===== src/rtl/gamepad_input_scanner.sv =====
// SNES-style serial gamepad scanner: one latch/shift sequence per frame trigger, 12 raw bits
// decoded into a registered 10-bit button word. Optional macro ATTACK_EDGE_EN makes A/B press-edge.
module gamepad_input_scanner #(
   parameter int CLK_DIV = 150
) (
   input  logic       clk,
   input  logic       reset,
   input  logic       trigger,
   input  logic       pad_data,
   output logic       pad_latch,
   output logic       pad_clk,
   output logic [9:0] input_data,
   output logic       input_valid,
   output logic       pad_present
);

   localparam int DIV_W = $clog2(2 * CLK_DIV);
   localparam logic [DIV_W-1:0] HALF_LAST = DIV_W'(CLK_DIV - 1);
   localparam logic [DIV_W-1:0] FULL_LAST = DIV_W'(2 * CLK_DIV - 1);
   localparam logic [3:0]       LAST_BIT  = 4'd11;

   typedef enum logic [1:0] {IDLE, LATCH, SHIFT, DONE} state_t;

   state_t           state_reg;
   logic [DIV_W-1:0] div_reg;
   logic [3:0]       bit_reg;
   logic [10:0]      shift_reg;

   // Raw bit order: 0 B, 1 Y, 2 select, 3 start, 4 up, 5 down, 6 left, 7 right, 8 A, 9 X, 10 L, 11 R
   function automatic logic [9:0] map_buttons(input logic [11:0] p);
      return {p[8], p[7], p[6], p[5], p[4], p[0], p[1], p[9], p[3], p[2]};
   endfunction

   // The final sample is used directly so the decoded word lands on the edge entering DONE
   logic [11:0] raw_full;
   logic [11:0] pressed;
   logic [9:0]  level_data;
   logic        disconnected;

   assign raw_full     = {pad_data, shift_reg};
   assign pressed      = ~raw_full;
   assign level_data   = map_buttons(pressed);
   assign disconnected = (raw_full == 12'd0);

`ifdef ATTACK_EDGE_EN
   logic prev_a_reg;
   logic prev_b_reg;
   logic [9:0] decoded_data;

   always_comb begin
      decoded_data    = level_data;
      decoded_data[9] = level_data[9] & ~prev_a_reg;
      decoded_data[4] = level_data[4] & ~prev_b_reg;
   end

   always_ff @(posedge clk) begin
      if (reset) begin
         prev_a_reg <= 1'b0;
         prev_b_reg <= 1'b0;
      end else if (state_reg == SHIFT && div_reg == FULL_LAST && bit_reg == LAST_BIT) begin
         prev_a_reg <= disconnected ? 1'b0 : pressed[8];
         prev_b_reg <= disconnected ? 1'b0 : pressed[0];
      end
   end
`else
   logic [9:0] decoded_data;
   assign decoded_data = level_data;
`endif

   always_ff @(posedge clk) begin
      if (reset) begin
         state_reg   <= IDLE;
         div_reg     <= '0;
         bit_reg     <= '0;
         shift_reg   <= '0;
         pad_latch   <= 1'b0;
         pad_clk     <= 1'b1;
         input_data  <= '0;
         input_valid <= 1'b0;
         pad_present <= 1'b0;
      end else begin
         input_valid <= 1'b0;
         case (state_reg)
            IDLE: begin
               pad_latch <= 1'b0;
               pad_clk   <= 1'b1;
               div_reg   <= '0;
               if (trigger) begin
                  state_reg <= LATCH;
                  pad_latch <= 1'b1;
               end
            end
            LATCH: begin
               if (div_reg == FULL_LAST) begin
                  shift_reg[0] <= pad_data;
                  pad_latch    <= 1'b0;
                  pad_clk      <= 1'b0;
                  bit_reg      <= 4'd1;
                  div_reg      <= '0;
                  state_reg    <= SHIFT;
               end else begin
                  div_reg <= div_reg + 1'b1;
               end
            end
            SHIFT: begin
               if (div_reg == FULL_LAST) begin
                  div_reg <= '0;
                  if (bit_reg == LAST_BIT) begin
                     state_reg   <= DONE;
                     input_valid <= 1'b1;
                     pad_present <= ~disconnected;
                     input_data  <= disconnected ? 10'd0 : decoded_data;
                  end else begin
                     shift_reg[bit_reg] <= pad_data;
                     bit_reg            <= bit_reg + 1'b1;
                     pad_clk            <= 1'b0;
                  end
               end else begin
                  div_reg <= div_reg + 1'b1;
                  if (div_reg == HALF_LAST)
                     pad_clk <= 1'b1;
               end
            end
            DONE: begin
               state_reg <= IDLE;
            end
            default: state_reg <= IDLE;
         endcase
      end
   end

endmodule


===== config.mk =====
export PLATFORM = sky130hd
export DESIGN_NAME = gamepad_input_scanner
export DESIGN_NICKNAME = d
export VERILOG_FILES = /design/src/rtl/gamepad_input_scanner.sv
export SDC_FILE = /design/constraint.sdc
export NUM_CORES = 1
export LEC_CHECK = 0
export ABC_CLOCK_PERIOD_IN_PS = 1860
export CAP_MARGIN = 20
export CORE_MARGIN = 2
export CORE_UTILIZATION = 40
export DETAILED_ROUTE_END_ITERATION = 6
export GPL_ROUTABILITY_DRIVEN = 0
export PLACE_DENSITY_LB_ADDON = 0.08
export SETUP_SLACK_MARGIN = 0.15
export SLEW_MARGIN = 20
export SYNTH_ARGS = -nofsm -noshare
export SYNTH_HDL_FRONTEND = slang
export SYNTH_SLANG_ARGS = --single-unit

===== constraint.sdc =====
create_clock -name clk -period 1.86 [get_ports clk]
set_input_delay 0.186 -clock clk [delete_from_list [all_inputs] [get_ports clk]]
set_output_delay 0.186 -clock clk [all_outputs]
set_load 0.05 [all_outputs]

==> results.cfg, run 1 <==
[drt]
drtIter0Drc = 92
drt-total-wl_mm = 4.51
firstDrtPassIters = 4
drc = 0
vias = 1681
via_per_inst = 5.03
drtAntennaViolNets = 0
wl_per_cell_microns = 13.5

[critical_path]
slowest_stage = or4b_4
cpPeakStageDelay_ps = 600
cp_max_fo = 12
path_cells = or4b_4, nor3_4, buf_12, nor4_1, a22oi_1
cp_top_family = simple AND/OR/NAND/NOR gates
critical_path_required_ps = 2070
worstSetupEndpointType = register
worstSetupPathType = reg -> reg
crit_buf_inv = 1
critPathArrivalTime_ps = 1870
critPathLaunchType = register

[timing]
max_clock_freq_ghz = 0.604
rsz0062_at_grt = yes
setup_violations = 0
finalClockSkew_ps = 5.63
finalSetupTns_ps = 0
fin_ws_ps = 204
finalHoldViolations = 0
maxSlewHeadroom_pct = 66.4
tightest_slew_ps = 502
finalCriticalPeriod_ps = 1660
slew_violations = 0
fin_crit_sh_pct = 89.0

[grt]
grt_pass1_vias = 1573
antenna_found_initial = 0
grt_use_met3_pct = 3.79
grt_pass1_wl_mm = 7.51
busiest_layer = met1
grt-ovfl-total = 0
grt_max_degree = 22
grtUsageMet2_pct = 22.5
grt_usage_pct = 15.8
met1_usage_pct = 23.2

[run_status]
status = completed

[final_layout]
antenna_cells = 0
drive_above_1_share_pct = 18.2
area_delta_synth_final_pct = 24.3
fin_nets = 278
mostFrequentLayoutCells = dfxtp_1, nor2_1, nand2_1
utilization_pct = 51.4
layout_commonest_cell = dfxtp_1
largest_register_ffs = 11

[synthesis]
synth_seq_cells = 40
synthCells = 235
syn_nets = 250
synth_area_per_cell_sq_um = 8.92
ys_types = 42
syn_area_sq_mm = 0.00210
ys_warn_count = 0
ys_seq_area_share_pct = 38.2

[floorplanning]
pin_count = 18
die_w_microns = 76.4
core-area_sq_mm = 0.00507
std_cell_rows = 26
start_util_pct = 41.3
die_area_sq_mm = 0.00584
die_h_microns = 76.4

[clock_network]
htree_levels = 2
clkTransAtPathRegs_ps = 80
clk_latency_ps = 290
clockBufferDepth = 2
cts_tree = built
cts_sinks = 40
cts_buffers = 5
clockRootBuffer = clkbuf_8
cts_hold_buf = 0

[placement]
dp_hpwl_mm = 3.28
io_buffers = 17
pre_cts_ws_ps = 94.1

[power_and_ir_drop]
p_leak_nw = 0.965
worst_ir_drop_vdd_mv = 0.401
finalPower_mw = 2.40
power.density_mw_per_mm2 = 922

[hold_path]
min_path_type = reg -> reg

[job]
maxCapViolations = 0
-- report_power, final --
part	switching (mW)	total, mW	internal (mW)
combinational	0.407	0.691	0.284
sequential	0.0494	0.963	0.914
clock	0.311	0.750	0.439
total	0.767	2.40	1.64
-- what timing repair did --
| action | in CTS | in global routing |
|---|---|---|
| setup buffers | 0 | 3 |
| pin swaps | 0 | 2 |
| setup endpoints to repair | 19 | 37 |
| resized for setup | 2 | 12 |
-- cell families (layout without fill, tap and decap cells) --
| logic type | after synthesis | count (layout) | share of synthesized area (%) |
|---|---|---|---|
| and+or+nand+nor | 112 | 112 | 31.9 |
| muxes | 13 | 13 | 6.21 |
| xor gates and xnor gates | 8 | 8 | 3.34 |
| DFF | 40 | 40 | 38.2 |
| adders and majority gates | 11 | 11 | 6.56 |
| buffers and inverters | 21 | 50 | 4.30 |
| AOI/OAI and AO/OA | 30 | 30 | 9.49 |
-- worst paths after layout --
kind                                                    to  slack, ps  cells past startpoint                        from
worst max-delay path                  pad_clk$_SDFFE_PP1P_        200                      5     div_reg[4]$_SDFFE_PP0N_
worst max register to register        pad_clk$_SDFFE_PP1P_        200                      5     div_reg[4]$_SDFFE_PP0N_
worst min register to register  input_data[7]$_SDFFE_PP0P_        450                      2  input_data[7]$_SDFFE_PP0P_
worst min-delay path            input_data[7]$_SDFFE_PP0P_        450                      2  input_data[7]$_SDFFE_PP0P_
-- worst register-to-register path: stages (launching register included) --
cell,delay [ps]
dfxtp_2,370
or4b_4,600
nor3_4,220
buf_12,150
nor4_1,50
a22oi_1,190
-- cell usage after synthesis (all sizes together) --
cell type	instances	share of area, %
a221oi	2	1.1
nor3b	2	0.72
nand2b	13	3.9
nor2b	3	0.90
nand3b	11	3.9
nor2	21	3.8
a31o	1	0.42
or4bb	1	0.72
dfxtp	40	38
ha	11	6.6
xnor2	6	2.5
nand4	14	4.2
nand4b	3	1.3
and4b	2	0.95
or2b	1	0.36
a21oi	16	3.8
a22oi	2	0.95
o21ai	6	2.0
nand2	20	3.6
a21o	1	0.36
nor3	4	1.5
mux2i	13	6.2
and4bb	2	1.2
or3	1	0.30
buf	5	1.4
clkbuf	8	1.4
nand3	4	0.95
o2111ai	2	0.84
or2	1	0.30
inv	8	1.4
or4b	1	0.66
xor2	2	0.84
nor4	6	1.8
and2	1	0.30
nor4b	1	0.72
-- per-layer routing --
| layer | wire [microns] | vias to the layer above |
|---|---|---|
| li1 | - | 882 |
| met1 | 2380 | 771 |
| met2 | 1940 | 22 |
| met3 | 126 | 6 |
| met4 | 56 | 0 |
| met5 | 0 | - |
-- final cells by class --
type                    count  area (sq um)
repair buffers             34           323
well taps                  70          87.6
inverters                   8          30.0
clock buffers               6          82.6
clock inverters             2          38.8
flip-flops and latches     40           807
fillers                   523          2470
multi-input cells         174          1240
-- through the flow --
| stage | cell area [sq um] | hold WS, ps | std cells |
|---|---|---|---|
| 3_5_place_dp | 2420 | 446 | 323 |
| 4_1_cts | 2550 | 456 | 331 |
| 5_1_grt | 2610 | 473 | 334 |
| 6_report | 2610 | 451 | 334 |
| 3_3_place_gp | 2420 | 441 | 323 |
| 2_1_floorplan | 2100 | 330 | 235 |
No activity file was read; power rests on OpenSTA's default activity.
==> run 2, diff against run 1 <==
Settings changed: PLACE_DENSITY_LB_ADDON 0.08 to default, TNS_END_PERCENT from default to 10.
==> results.cfg, run 2 (same netlist as run 1, synthesis figures left out) <==
[grt]
antenna_found_initial = 0
grt_pass1_wl_mm = 7.60
grt_max_degree = 29
grt-ovfl-total = 0
grt_pass1_vias = 1566
grt_usage_pct = 16.3

[drt]
vias = 1687
wl_per_cell_microns = 13.6
via_per_inst = 5.13
drt-total-wl_mm = 4.47
drtIter0Drc = 96
firstDrtPassIters = 4
drtAntennaViolNets = 0
drc = 0

[clock_network]
cts_buffers = 5
clkTransAtPathRegs_ps = 80
clockBufferDepth = 2
cts_hold_buf = 0
cts_sinks = 40
htree_levels = 2
cts_setup_buffers = 0
clockRootBuffer = clkbuf_8
clk_latency_ps = 300
cts_tree = built

[power_and_ir_drop]
worst_ir_drop_vdd_mv = 0.568
p_leak_nw = 0.931
power_frac_clock_pct = 31.1
netSwitchingPower_mw = 0.791
pwr-share-comb_pct = 28.9
seqPwrFrac_pct = 40.0
power.density_mw_per_mm2 = 940
p_sw_share_pct = 33.2
p_int_mw = 1.59

[timing]
max_clock_freq_ghz = 0.598
rsz0062_at_grt = yes
finalSetupTns_ps = 0
finalHoldViolations = 0
fin_crit_sh_pct = 89.9
finalCriticalPeriod_ps = 1670
tightest_slew_ps = 505
maxSlewHeadroom_pct = 66.2
setup_violations = 0
finalClockSkew_ps = 4.91
slew_violations = 0

[final_layout]
multi_input_area_sq_mm = 0.00123
drive_above_1_share_pct = 15.8
utilization_pct = 50.0
layout_commonest_cell = dfxtp_1
nFillCells = 500
antenna_cells = 0
register_area_sq_um = 806
fin_nets = 273
final_cell_count_no_fill = 329
area_delta_synth_final_pct = 21.0
largest_register_ffs = 11
mostFrequentLayoutCells = dfxtp_1, nor2_1, nand2_1
final_area_sq_mm = 0.00254

[placement]
dp.cells = 321
io_buffers = 17
dp_hpwl_mm = 3.21
placed_cell_area_sq_mm = 0.00240

[floorplanning]
die_w_microns = 76.4
pin_count = 18
std_cell_rows = 26
die_area_sq_mm = 0.00584
core-area_sq_mm = 0.00507
die_h_microns = 76.4
start_util_pct = 41.3

[critical_path]
critPathArrivalTime_ps = 1900
critical_path_required_ps = 2090
worstSetupPathType = reg -> reg
cp_max_fo = 12
critPathLaunchType = register
worstSetupEndpointType = register

[job]
maxCapViolations = 0

[run_status]
status = completed

[hold_path]
min_path_type = reg -> reg
run 2: layout make-up:
type	count	share of cell area [%]
clock buffer	5	2.71
clock inverter	3	1.82
inverter	8	1.18
multi-input combinational	174	48.3
sequential	40	31.8
tap	70	3.45
timing repair buffer	29	10.7
run 2: worst paths after layout:
| path | startpoint | endpoint | slack [ps] | cells after the start |
|---|---|---|---|---|
| worst max-delay path | div_reg[4]$_SDFFE_PP0N_ | pad_clk$_SDFFE_PP1P_ | 190 | 5 |
| worst min-delay path | input_data[0]$_SDFFE_PP0P_ | input_data[0]$_SDFFE_PP0P_ | 450 | 2 |
| worst max register to register | div_reg[4]$_SDFFE_PP0N_ | pad_clk$_SDFFE_PP1P_ | 190 | 5 |
| worst min register to register | input_data[0]$_SDFFE_PP0P_ | input_data[0]$_SDFFE_PP0P_ | 450 | 2 |
run 2: through the flow:
| step | total power, mW | hold slack, ps | setup slack (ps) |
|---|---|---|---|
| after floorplan | 1.46 | 330 | 200 |
| final | 2.39 | 452 | 187 |
| after global placement | 1.65 | 438 | 164 |
| after CTS | 2.40 | 455 | 153 |
| after global routing | 2.54 | 477 | 102 |
| after detailed placement | 1.65 | 442 | 143 |
run 2: routing by layer:
| metal | routed length, microns | global-route usage [%] | vias to the layer above |
|---|---|---|---|
| li1 | - | - | 877 |
| met1 | 2260 | 22.4 | 770 |
| met2 | 1970 | 23.9 | 31 |
| met3 | 155 | 3.79 | 9 |
| met4 | 84 | 7.64 | 0 |
| met5 | 0 | 0 | - |
run 2: power by group through the flow:
stage	combinational [mW]	clock [mW]	sequential, mW
after floorplan	0.427	0	1.03
after global placement	0.677	0	0.971
after detailed placement	0.677	0	0.974
after CTS	0.686	0.758	0.954
after global routing	0.766	0.806	0.965
final	0.690	0.741	0.955
run 2: repair_timing:
item                       CTS  global route
pin swaps                    1             3
resized for setup            1             9
setup endpoints to repair    2            36
run 2: worst max-delay path, stage by stage, from the launching register on:
cell and delay (ps):
dfxtp_2 370, or4b_4 600, nor3_4 240, buf_12 160, nor4_2 50, a22oi_1 180
